## config.mk

```make
export PLATFORM = sky130hd
export DESIGN_NAME = mdc_stage_ctrl_flat
export DESIGN_NICKNAME = d
export VERILOG_FILES = /design/src/rtl/mdc_stage_ctrl_pkg.sv /design/src/rtl/mdc_stage_ctrl_if.sv /design/src/rtl/mdc_stage_ctrl.sv /design/src/flat_wrapper.sv
export SDC_FILE = /design/constraint.sdc
export NUM_CORES = 1
export LEC_CHECK = 0
export ABC_AREA = 0
export BUFFER_PORTS_ARGS = -buffer_cell sky130_fd_sc_hd__buf_2
export CAP_MARGIN = 20
export CORE_MARGIN = 3
export CORE_UTILIZATION = 55
export DETAILED_ROUTE_END_ITERATION = 7
export PLACE_DENSITY = 0.77
export RECOVER_POWER = 25
export SLEW_MARGIN = 20
export SYNTH_ARGS = -nofsm -noshare
export SYNTH_HDL_FRONTEND = slang
export SYNTH_SLANG_ARGS = --single-unit
```

## constraint.sdc

```tcl
create_clock -name clk -period 2.7 [get_ports clk]
set_clock_uncertainty 0.1 [all_clocks]
set_input_delay 0.81 -clock clk [delete_from_list [all_inputs] [get_ports clk]]
set_output_delay 0.81 -clock clk [all_outputs]
set_load 0.05 [all_outputs]
```

## src/rtl/mdc_stage_ctrl_pkg.sv

```systemverilog
`default_nettype none
// ============================================================================
// Module      : mdc_stage_ctrl_pkg
// Description : Shared constants, state encoding and delay helpers for the
//               MDC FFT stage sequencer.
// Revision    : 1.0 - initial release
// ============================================================================
package mdc_stage_ctrl_pkg;

    localparam int DEF_LOG2N = 5;

    typedef enum logic [1:0] {
        ST_IDLE  = 2'd0,
        ST_FILL  = 2'd1,
        ST_RUN   = 2'd2,
        ST_FLUSH = 2'd3
    } state_e;

    // Delay-line depth of a stage; the last stage has no delay line.
    function automatic int stage_dly(input int log2n, input int stage);
        return (stage < log2n - 1) ? (1 << (log2n - 2 - stage)) : 0;
    endfunction

    function automatic int tw_mask(input int log2n, input int stage);
        return (1 << (log2n - 1 - stage)) - 1;
    endfunction

endpackage
`default_nettype wire

```

## src/rtl/mdc_stage_ctrl_if.sv

```systemverilog
`default_nettype none
// ============================================================================
// Module      : mdc_stage_ctrl_if
// Description : Input handshake and stage-control bundle of the MDC stage
//               sequencer.
// Revision    : 1.0 - initial release
// ============================================================================
interface mdc_stage_ctrl_if
    import mdc_stage_ctrl_pkg::*;
#(
    parameter int LOG2N = DEF_LOG2N
) ();

    logic             in_valid;
    logic             in_sof;
    logic             in_ready;
    logic             shift_en;
    logic             sw_sel;
    logic             bf_mode;
    logic [LOG2N-2:0] tw_addr;
    logic             out_valid;
    logic             out_sof;
    logic             err;

    modport master (
        output in_valid, in_sof,
        input  in_ready, shift_en, sw_sel, bf_mode, tw_addr, out_valid, out_sof, err
    );

    modport slave (
        input  in_valid, in_sof,
        output in_ready, shift_en, sw_sel, bf_mode, tw_addr, out_valid, out_sof, err
    );

endinterface
`default_nettype wire

```

## src/rtl/mdc_stage_ctrl.sv

```systemverilog
`default_nettype none
// ============================================================================
// Module      : mdc_stage_ctrl
// Description : Sequencer for one radix-2 MDC FFT stage: fill, back-to-back
//               frames and tail flush, plus twiddle address and output tags.
// Revision    : 1.0 - initial release
// ============================================================================
module mdc_stage_ctrl
    import mdc_stage_ctrl_pkg::*;
#(
    parameter int LOG2N = DEF_LOG2N,
    parameter int STAGE = 0
) (
    input  wire logic        clk,
    input  wire logic        rst_n,
    mdc_stage_ctrl_if.slave  bus
);

    localparam int                 CNT_W       = LOG2N - 1;
    localparam int                 C_DLY       = stage_dly(LOG2N, STAGE);
    localparam logic [CNT_W-1:0]   C_DLY_LAST  = CNT_W'((C_DLY > 0) ? C_DLY - 1 : 0);
    localparam logic [CNT_W-1:0]   C_TW_MASK   = CNT_W'(tw_mask(LOG2N, STAGE));
    localparam state_e             C_END_STATE = (C_DLY > 0) ? ST_FLUSH : ST_IDLE;

    state_e           state_q,    state_d;
    logic [CNT_W-1:0] in_cnt_q,   in_cnt_d;
    logic [CNT_W-1:0] out_cnt_q,  out_cnt_d;
    logic [CNT_W-1:0] fl_cnt_q,   fl_cnt_d;
    logic             in_ready_q, in_ready_d;
    logic             err_q,      err_d;

    logic             w_accept;
    logic             w_shift_en;
    logic             w_out_valid;
    logic             w_boundary;

    always_ff @(posedge clk or negedge rst_n) begin
        if (!rst_n) begin
            state_q    <= ST_IDLE;
            in_cnt_q   <= '0;
            out_cnt_q  <= '0;
            fl_cnt_q   <= '0;
            in_ready_q <= 1'b1;
            err_q      <= 1'b0;
        end else begin
            state_q    <= state_d;
            in_cnt_q   <= in_cnt_d;
            out_cnt_q  <= out_cnt_d;
            fl_cnt_q   <= fl_cnt_d;
            in_ready_q <= in_ready_d;
            err_q      <= err_d;
        end
    end

    always_comb begin
        // rst_n gating keeps the combinational outputs quiet while reset is held
        w_accept    = bus.in_valid & in_ready_q & rst_n;
        w_boundary  = (state_q == ST_RUN) && (in_cnt_q == '0);
        state_d     = state_q;
        fl_cnt_d    = fl_cnt_q;
        err_d       = 1'b0;
        w_shift_en  = 1'b0;
        w_out_valid = 1'b0;

        case (state_q)
            ST_IDLE: begin
                if (w_accept) begin
                    if (bus.in_sof) begin
                        w_shift_en  = 1'b1;
                        w_out_valid = (C_DLY == 0);
                        state_d     = (C_DLY <= 1) ? ST_RUN : ST_FILL;
                    end else begin
                        err_d = 1'b1;
                    end
                end
            end
            ST_FILL, ST_RUN: begin
                if (w_boundary) begin
                    // No stall allowed between frames: silence ends the stream
                    if (w_accept && bus.in_sof) begin
                        w_shift_en  = 1'b1;
                        w_out_valid = 1'b1;
                    end else begin
                        err_d   = w_accept;
                        state_d = C_END_STATE;
                    end
                end else if (w_accept) begin
                    w_shift_en  = 1'b1;
                    w_out_valid = (state_q == ST_RUN);
                    err_d       = bus.in_sof;
                    if (state_q == ST_FILL && in_cnt_q == C_DLY_LAST) begin
                        state_d = ST_RUN;
                    end
                end
            end
            ST_FLUSH: begin
                w_shift_en  = 1'b1;
                w_out_valid = 1'b1;
                if (fl_cnt_q == C_DLY_LAST) begin
                    fl_cnt_d = '0;
                    state_d  = ST_IDLE;
                end else begin
                    fl_cnt_d = fl_cnt_q + 1'b1;
                end
            end
            default: state_d = ST_IDLE;
        endcase

        in_cnt_d = w_shift_en ? in_cnt_q + 1'b1 : in_cnt_q;
        if (state_q == ST_FLUSH && state_d == ST_IDLE) begin
            in_cnt_d = '0;
        end
        out_cnt_d  = w_out_valid ? out_cnt_q + 1'b1 : out_cnt_q;
        in_ready_d = (state_d != ST_FLUSH);
    end

    assign bus.in_ready  = in_ready_q;
    assign bus.err       = err_q;
    assign bus.shift_en  = w_shift_en;
    assign bus.out_valid = w_out_valid;
    assign bus.out_sof   = w_out_valid & (out_cnt_q == '0);
    assign bus.bf_mode   = ~w_out_valid;
    assign bus.tw_addr   = (out_cnt_q & C_TW_MASK) << STAGE;

    generate
        if (C_DLY > 0) begin : g_sw_sel
            assign bus.sw_sel = w_shift_en & in_cnt_q[LOG2N-2-STAGE];
        end else begin : g_sw_sel_none
            assign bus.sw_sel = 1'b0;
        end
    endgenerate

endmodule
`default_nettype wire
```

## src/flat_wrapper.sv

```systemverilog
// flat-port wrapper written by rule: the top's interface ports become plain ports
module mdc_stage_ctrl_flat import mdc_stage_ctrl_pkg::*;
#(
    parameter int LOG2N = DEF_LOG2N,
    parameter int STAGE = 0
)
  (clk, rst_n, bus_in_valid, bus_in_sof, bus_in_ready, bus_shift_en, bus_sw_sel, bus_bf_mode, bus_tw_addr, bus_out_valid, bus_out_sof, bus_err);
  mdc_stage_ctrl_if #(.LOG2N(LOG2N)) bus_i ();
  input  wire logic clk;
  input  wire logic rst_n;
  input wire logic [$bits(bus_i.in_valid)-1:0] bus_in_valid;
  input wire logic [$bits(bus_i.in_sof)-1:0] bus_in_sof;
  output wire logic [$bits(bus_i.in_ready)-1:0] bus_in_ready;
  output wire logic [$bits(bus_i.shift_en)-1:0] bus_shift_en;
  output wire logic [$bits(bus_i.sw_sel)-1:0] bus_sw_sel;
  output wire logic [$bits(bus_i.bf_mode)-1:0] bus_bf_mode;
  output wire logic [$bits(bus_i.tw_addr)-1:0] bus_tw_addr;
  output wire logic [$bits(bus_i.out_valid)-1:0] bus_out_valid;
  output wire logic [$bits(bus_i.out_sof)-1:0] bus_out_sof;
  output wire logic [$bits(bus_i.err)-1:0] bus_err;
  assign bus_i.in_valid = bus_in_valid;
  assign bus_i.in_sof = bus_in_sof;
  assign bus_in_ready = bus_i.in_ready;
  assign bus_shift_en = bus_i.shift_en;
  assign bus_sw_sel = bus_i.sw_sel;
  assign bus_bf_mode = bus_i.bf_mode;
  assign bus_tw_addr = bus_i.tw_addr;
  assign bus_out_valid = bus_i.out_valid;
  assign bus_out_sof = bus_i.out_sof;
  assign bus_err = bus_i.err;
  mdc_stage_ctrl #(.LOG2N(LOG2N), .STAGE(STAGE)) u_core (.clk(clk), .rst_n(rst_n), .bus(bus_i));
endmodule
```

### Yosys cells after proc, flatten, opt, wreduce, memory -nomap -nowiden

Cells that the tools add are included.

| operators by class | value |
|---|---|
| $add $sub $neg | 3 |
| equal/unequal tests | 6 |
| mux-type cells | 26 |
| bitwise gates (word level) | 5 |
| reductions and logical operators | 10 |

Operators with widths:

| operator | count |
|---|---|
| 2-bit 2-to-1 mux | 7 |
| 4-bit by 1-bit adder with 4-bit output (second input constant) | 3 |
| 1-bit 2-to-1 mux | 12 |
| 4-bit 2-to-1 mux | 3 |
| 4-bit by 3-bit == test with 1-bit output (second input constant) | 2 |
| 4-bit zero test | 2 |
| 1-bit case mux with 3 select lines | 2 |
| 2-bit case mux with 3 select lines | 1 |
| 1-bit bitwise AND | 4 |
| 2-bit == test (second input constant) | 2 |
| 1-bit logical AND | 4 |
| 2-bit zero test | 2 |
| 2-bit by 1-bit == test with 1-bit output (second input constant) | 1 |
| 2-bit != test (second input constant) | 1 |
| 1-bit case mux with 2 select lines | 1 |
| 2-bit nonzero test | 1 |
| 2-bit OR reduction | 1 |
| 1-bit NOT | 1 |

| storage, ports and cells | value |
|---|---|
| flip-flop bits (word level) | 16 |
| input port bits | 4 |
| logic and storage cells | 56 |

### Longest topological paths before layout

| logic depth | value |
|---|---|
| depth in word-level cells | 9 |
| mapped depth | 8 |
| gate-level depth less buffers | 7 |

### Worst setup path before layout

OpenSTA, ideal clock, no wires.

| timing | value |
|---|---|
| path kind | register to output |
| start point | register u_core.state_q[0] |
| end point | output bus_out_sof |
| data arrival time | 3220 ps |
| data required time | 1790 ps |
| slack | -1430 ps |
| stages on the path, launching flop included | 8 |
| path through | dfrtp_1 -> inv_1 -> ha_1 -> nor4bb_1 -> buf_2 -> a211oi_2 -> o21ai_2 -> nor4b_1 |

| between the ends | value |
|---|---|
| cells in the longest elaborated chain, start to end | 5 |
| elaborated cells on any way between the ends | 10 |
| those cells by class | eq/ne (3); mux (3); bitwise (1); reduce/logical (3) |

Ends and longest elaborated chain:

| what | RTL line | source |
|---|---|---|
| from (decl) | mdc_stage_ctrl.sv:25 | `state_e state_q, state_d;` |
| from (signal assigned) | mdc_stage_ctrl.sv:46 | `state_q <= state_d;` |
| 2-bit == test | mdc_stage_ctrl.sv:58, mdc_stage_ctrl.sv:65, mdc_stage_ctrl.sv:89 |  |
| 1-bit 2-to-1 mux / 1-bit logical AND (equally long branches) | mdc_stage_ctrl.sv:87, mdc_stage_ctrl.sv:58 |  |
| 1-bit 2-to-1 mux | mdc_stage_ctrl.sv:78 | `if (w_boundary) begin` |
| 1-bit case mux with 3 select lines * | mdc_stage_ctrl.sv:65 | `case (state_q)` |
| 1-bit bitwise AND * | mdc_stage_ctrl.sv:121 | `assign bus.out_sof = w_out_valid & (out_cnt_q == '0);` |
| to (decl) | flat_wrapper.sv:19 | `output wire logic [$bits(bus_i.out_sof)-1:0] bus_out_sof;` |

Mark *: on every way between the ends. The rest lies on a longest branch, timed or not.

### Worst setup path after layout

Same ends and word-level chain as after synthesis.

==> flow_metrics.env <==
export IMPL_outcome="complete, but fails checks"
export IMPL_violations="negative setup slack"
export IMPL_gp_congestion=0.851
export IMPL_drv_slew=0
export IMPL_ys_types=47
export IMPL_ys_top_cells_by_count="dfrtp_1 (15), inv_1 (12), ha_1 (11), nand2_1 (8)"
export IMPL_die_h_um=50.1
export IMPL_firstDrtPassIters=7
export IMPL_fin_cells=180
export IMPL_peakVddDrop_mv=0.658
export IMPL_clock_latency_ps=310
export IMPL_diodes=0
export IMPL_p_clk_share_pct=14.5
export IMPL_path_common_cell="buf_6"
export IMPL_required_ps=1790
export IMPL_setup_viol=5
export IMPL_grt_pass1_wl_um=5860
export IMPL_die_area_um2=2510
export IMPL_area_growth_pct=53.3
export IMPL_overflow=0
export IMPL_worst_pin_slew_ps=466
export IMPL_core_um2=1780
export IMPL_crit_path_end_kind="output pin"
export IMPL_wl_um=4280
export IMPL_path_class="flop to output pin"
export IMPL_ys_ff_latch=16
export IMPL_synth_area_leaders="dfrtp_1 (35%), ha_1 (13%), inv_1 (4.2%), xnor2_1 (3.3%), nand2_1 (2.8%)"
export IMPL_final_setup_worst_slack_ps=-238
export IMPL_worst_slew_margin_rel_pct=68.8
export IMPL_synth_cells=107
export IMPL_antenna_found_initial=0
export IMPL_worstPathMaxFanout=3
export IMPL_cts_root_buf="clkbuf_4"
export IMPL_rsz0062_at_grt="yes"
export IMPL_ys_warnings_count=0
export IMPL_yosysSeqAreaShare_pct=37.6
export IMPL_synthFlopType="dfrtp_1"
export IMPL_tritoncts="done"
export IMPL_synth_top_cell_by_area="dfrtp_1"
export IMPL_syn_num_nets=122
export IMPL_holdWs_ps=437
export IMPL_finalHoldViolations=0
export IMPL_power_switching_mw=0.534
export IMPL_yosys_area_top_type_share_pct=35.2
export IMPL_place_hpwl_um=1830
export IMPL_max_cap_viol_count=0
export IMPL_worstSetupStartpointType="flop"
export IMPL_cts_buffers=3
export IMPL_internal_power_mw=0.696
export IMPL_grt_max_degree=19
export IMPL_clk_pin_slew_ps=110
export IMPL_post_drt_via_cell_ratio=6.58
export IMPL_die_width_um=50.1
export IMPL_vias=1184
export IMPL_worst_hold_path_type="flop to flop"
export IMPL_setup_tns_ps=-798
export IMPL_rows=15
export IMPL_drc=0
export IMPL_grt_pass1_vias=1166
export IMPL_antenna_left=0
export IMPL_seqPwrFrac_pct=28.3
export IMPL_wl_per_cell_um=23.8
export IMPL_cts_sinks=16
export IMPL_p_leak_nw=0.819
export IMPL_fin_util_pct=91.8
export IMPL_pin_count=15
export IMPL_dp_cells=162
export IMPL_period_needed_ps=2940
export IMPL_yosysMostFrequentCell="dfrtp_1"
export IMPL_switching_share_pct=43.4
export IMPL_max_clock_freq_mhz=340
export IMPL_p_comb_share_pct=57.2
export IMPL_nNetsFinal=171
export IMPL_power_density_nw_per_um2=752
export IMPL_clk_path_buf_depth=2
export IMPL_start_util_pct=59.9
export IMPL_slowest_delay_ps=410
export IMPL_postSynthAreaPerCell_um2=9.97
export IMPL_grt_use_total_pct=31.2
export IMPL_drt_initial_drc_count=84
export IMPL_portBuffers=14
export IMPL_post_route_period_util_pct=109
export IMPL_crit_chain="inv_2 > buf_6 > ha_4 > nand2_4 > a211oi_4 > o21ai_4 > nor4b_4 > buf_6"
export IMPL_syn_area_um2=1070
export IMPL_synthArstFlopShare_pct=100
export IMPL_synth_edf_count=0
export IMPL_drive_gt1_share_pct=49.0
export IMPL_p_total_mw=1.23
export IMPL_slowest_stage="dfrtp_1"
export IMPL_cp_arrival_ps=2030
export IMPL_cts_max_level=1
## worst paths after layout
kind	from	endpoint	slack [ps]	cells after the start
hold reg to reg	u_core.fl_cnt_q[0]	u_core.fl_cnt_q[0]	440	1
min in group asynchronous	rst_n	u_core.bus.err	480	3
setup reg to reg	u_core.state_q[0]	u_core.in_cnt_q[2]	110	11
hold / removal	u_core.fl_cnt_q[0]	u_core.fl_cnt_q[0]	440	1
max in group asynchronous	rst_n	u_core.bus.in_ready	1760	3
setup / recovery	u_core.state_q[0]	bus_out_sof	-240	8
## flip-flops by register name (all words and copies together) (netlist names)
register / flops
u_core.bus.tw_addr: 4
u_core.fl_cnt_q: 4
u_core.in_cnt_q: 4
u_core.state_q: 2
u_core.bus.err: 1
u_core.bus.in_ready: 1
## critical path: cells and delay by family (launching register included)
| kind | cells | cell delay (ps) |
|---|---|---|
| compound gates | 2 | 330 |
| flops | 1 | 410 |
| simple gates | 2 | 290 |
| buf+inv | 3 | 390 |
| fa+ha+maj | 1 | 290 |
## through the flow
stage / setup WS [ps] / cell area (um2)
global placement: -104 / 1350
detailed placement: -132 / 1350
global route: -290 / 1640
CTS: -150 / 1560
finish: -238 / 1640
floorplan: -319 / 1130
## cells by family (layout without fill, tap and decap cells)
logic type | after synthesis | count (layout) | share of synthesized area [%]
AO/OA/AOI/OAI | 29 | 29 | 21.1
flip-flops | 16 | 16 | 37.6
buffers and inverters | 15 | 63 | 5.74
AND/OR/NAND/NOR | 29 | 29 | 16.3
XOR/XNOR | 4 | 4 | 3.28
multiplexers | 3 | 3 | 3.05
adder cells (fa/ha/maj) | 11 | 11 | 12.9
## layout by cell type (no fill, tap or decap), drive strengths merged, types with 2 or more instances in the layout
cell,count
inv,12
dfrtp,15
nor3,4
clkbuf,4
a21oi,2
buf,47
a211oi,2
ha,11
a21o,2
xnor2,4
nand3,2
mux2,2
nand4,2
a22oi,2
o21ai,5
o211ai,3
and3,3
nand2,8
## layer usage
layer	vias up	routed length, um	track usage [%]
met5	-	0	0
met3	27	459	6.04
met1	552	1580	38.5
met2	109	2030	53.9
li1	496	-	-
met4	0	220	9.68
## power by group through the flow
| stage | combinational (mW) | clock (mW) | sequential [mW] |
|---|---|---|---|
| 6_report | 0.704 | 0.178 | 0.348 |
| 4_1_cts | 0.561 | 0.167 | 0.339 |
| 5_1_grt | 0.730 | 0.192 | 0.349 |
| 3_3_place_gp | 0.432 | 0 | 0.329 |
| 2_1_floorplan | 0.276 | 0 | 0.352 |
| 3_5_place_dp | 0.443 | 0 | 0.334 |
## area by class of cell
class,count,area [um2]
inverter,12,45.0
timing repair buffer,47,364
clock buffer,4,36.3
sequential,16,402
tap,25,31.3
fill,66,146
multi-input combinational,76,758
## what timing repair did
action / 4_1_cts / 5_1_grt
buffers inserted: 8 / 7
resized for setup: 26 / 6
hold buffers: 0 / 0
setup endpoints to repair: 5 / 5
gates cloned: 0 / 0
pin swaps: 6 / 7
No activity file was read; power rests on OpenSTA's default activity.
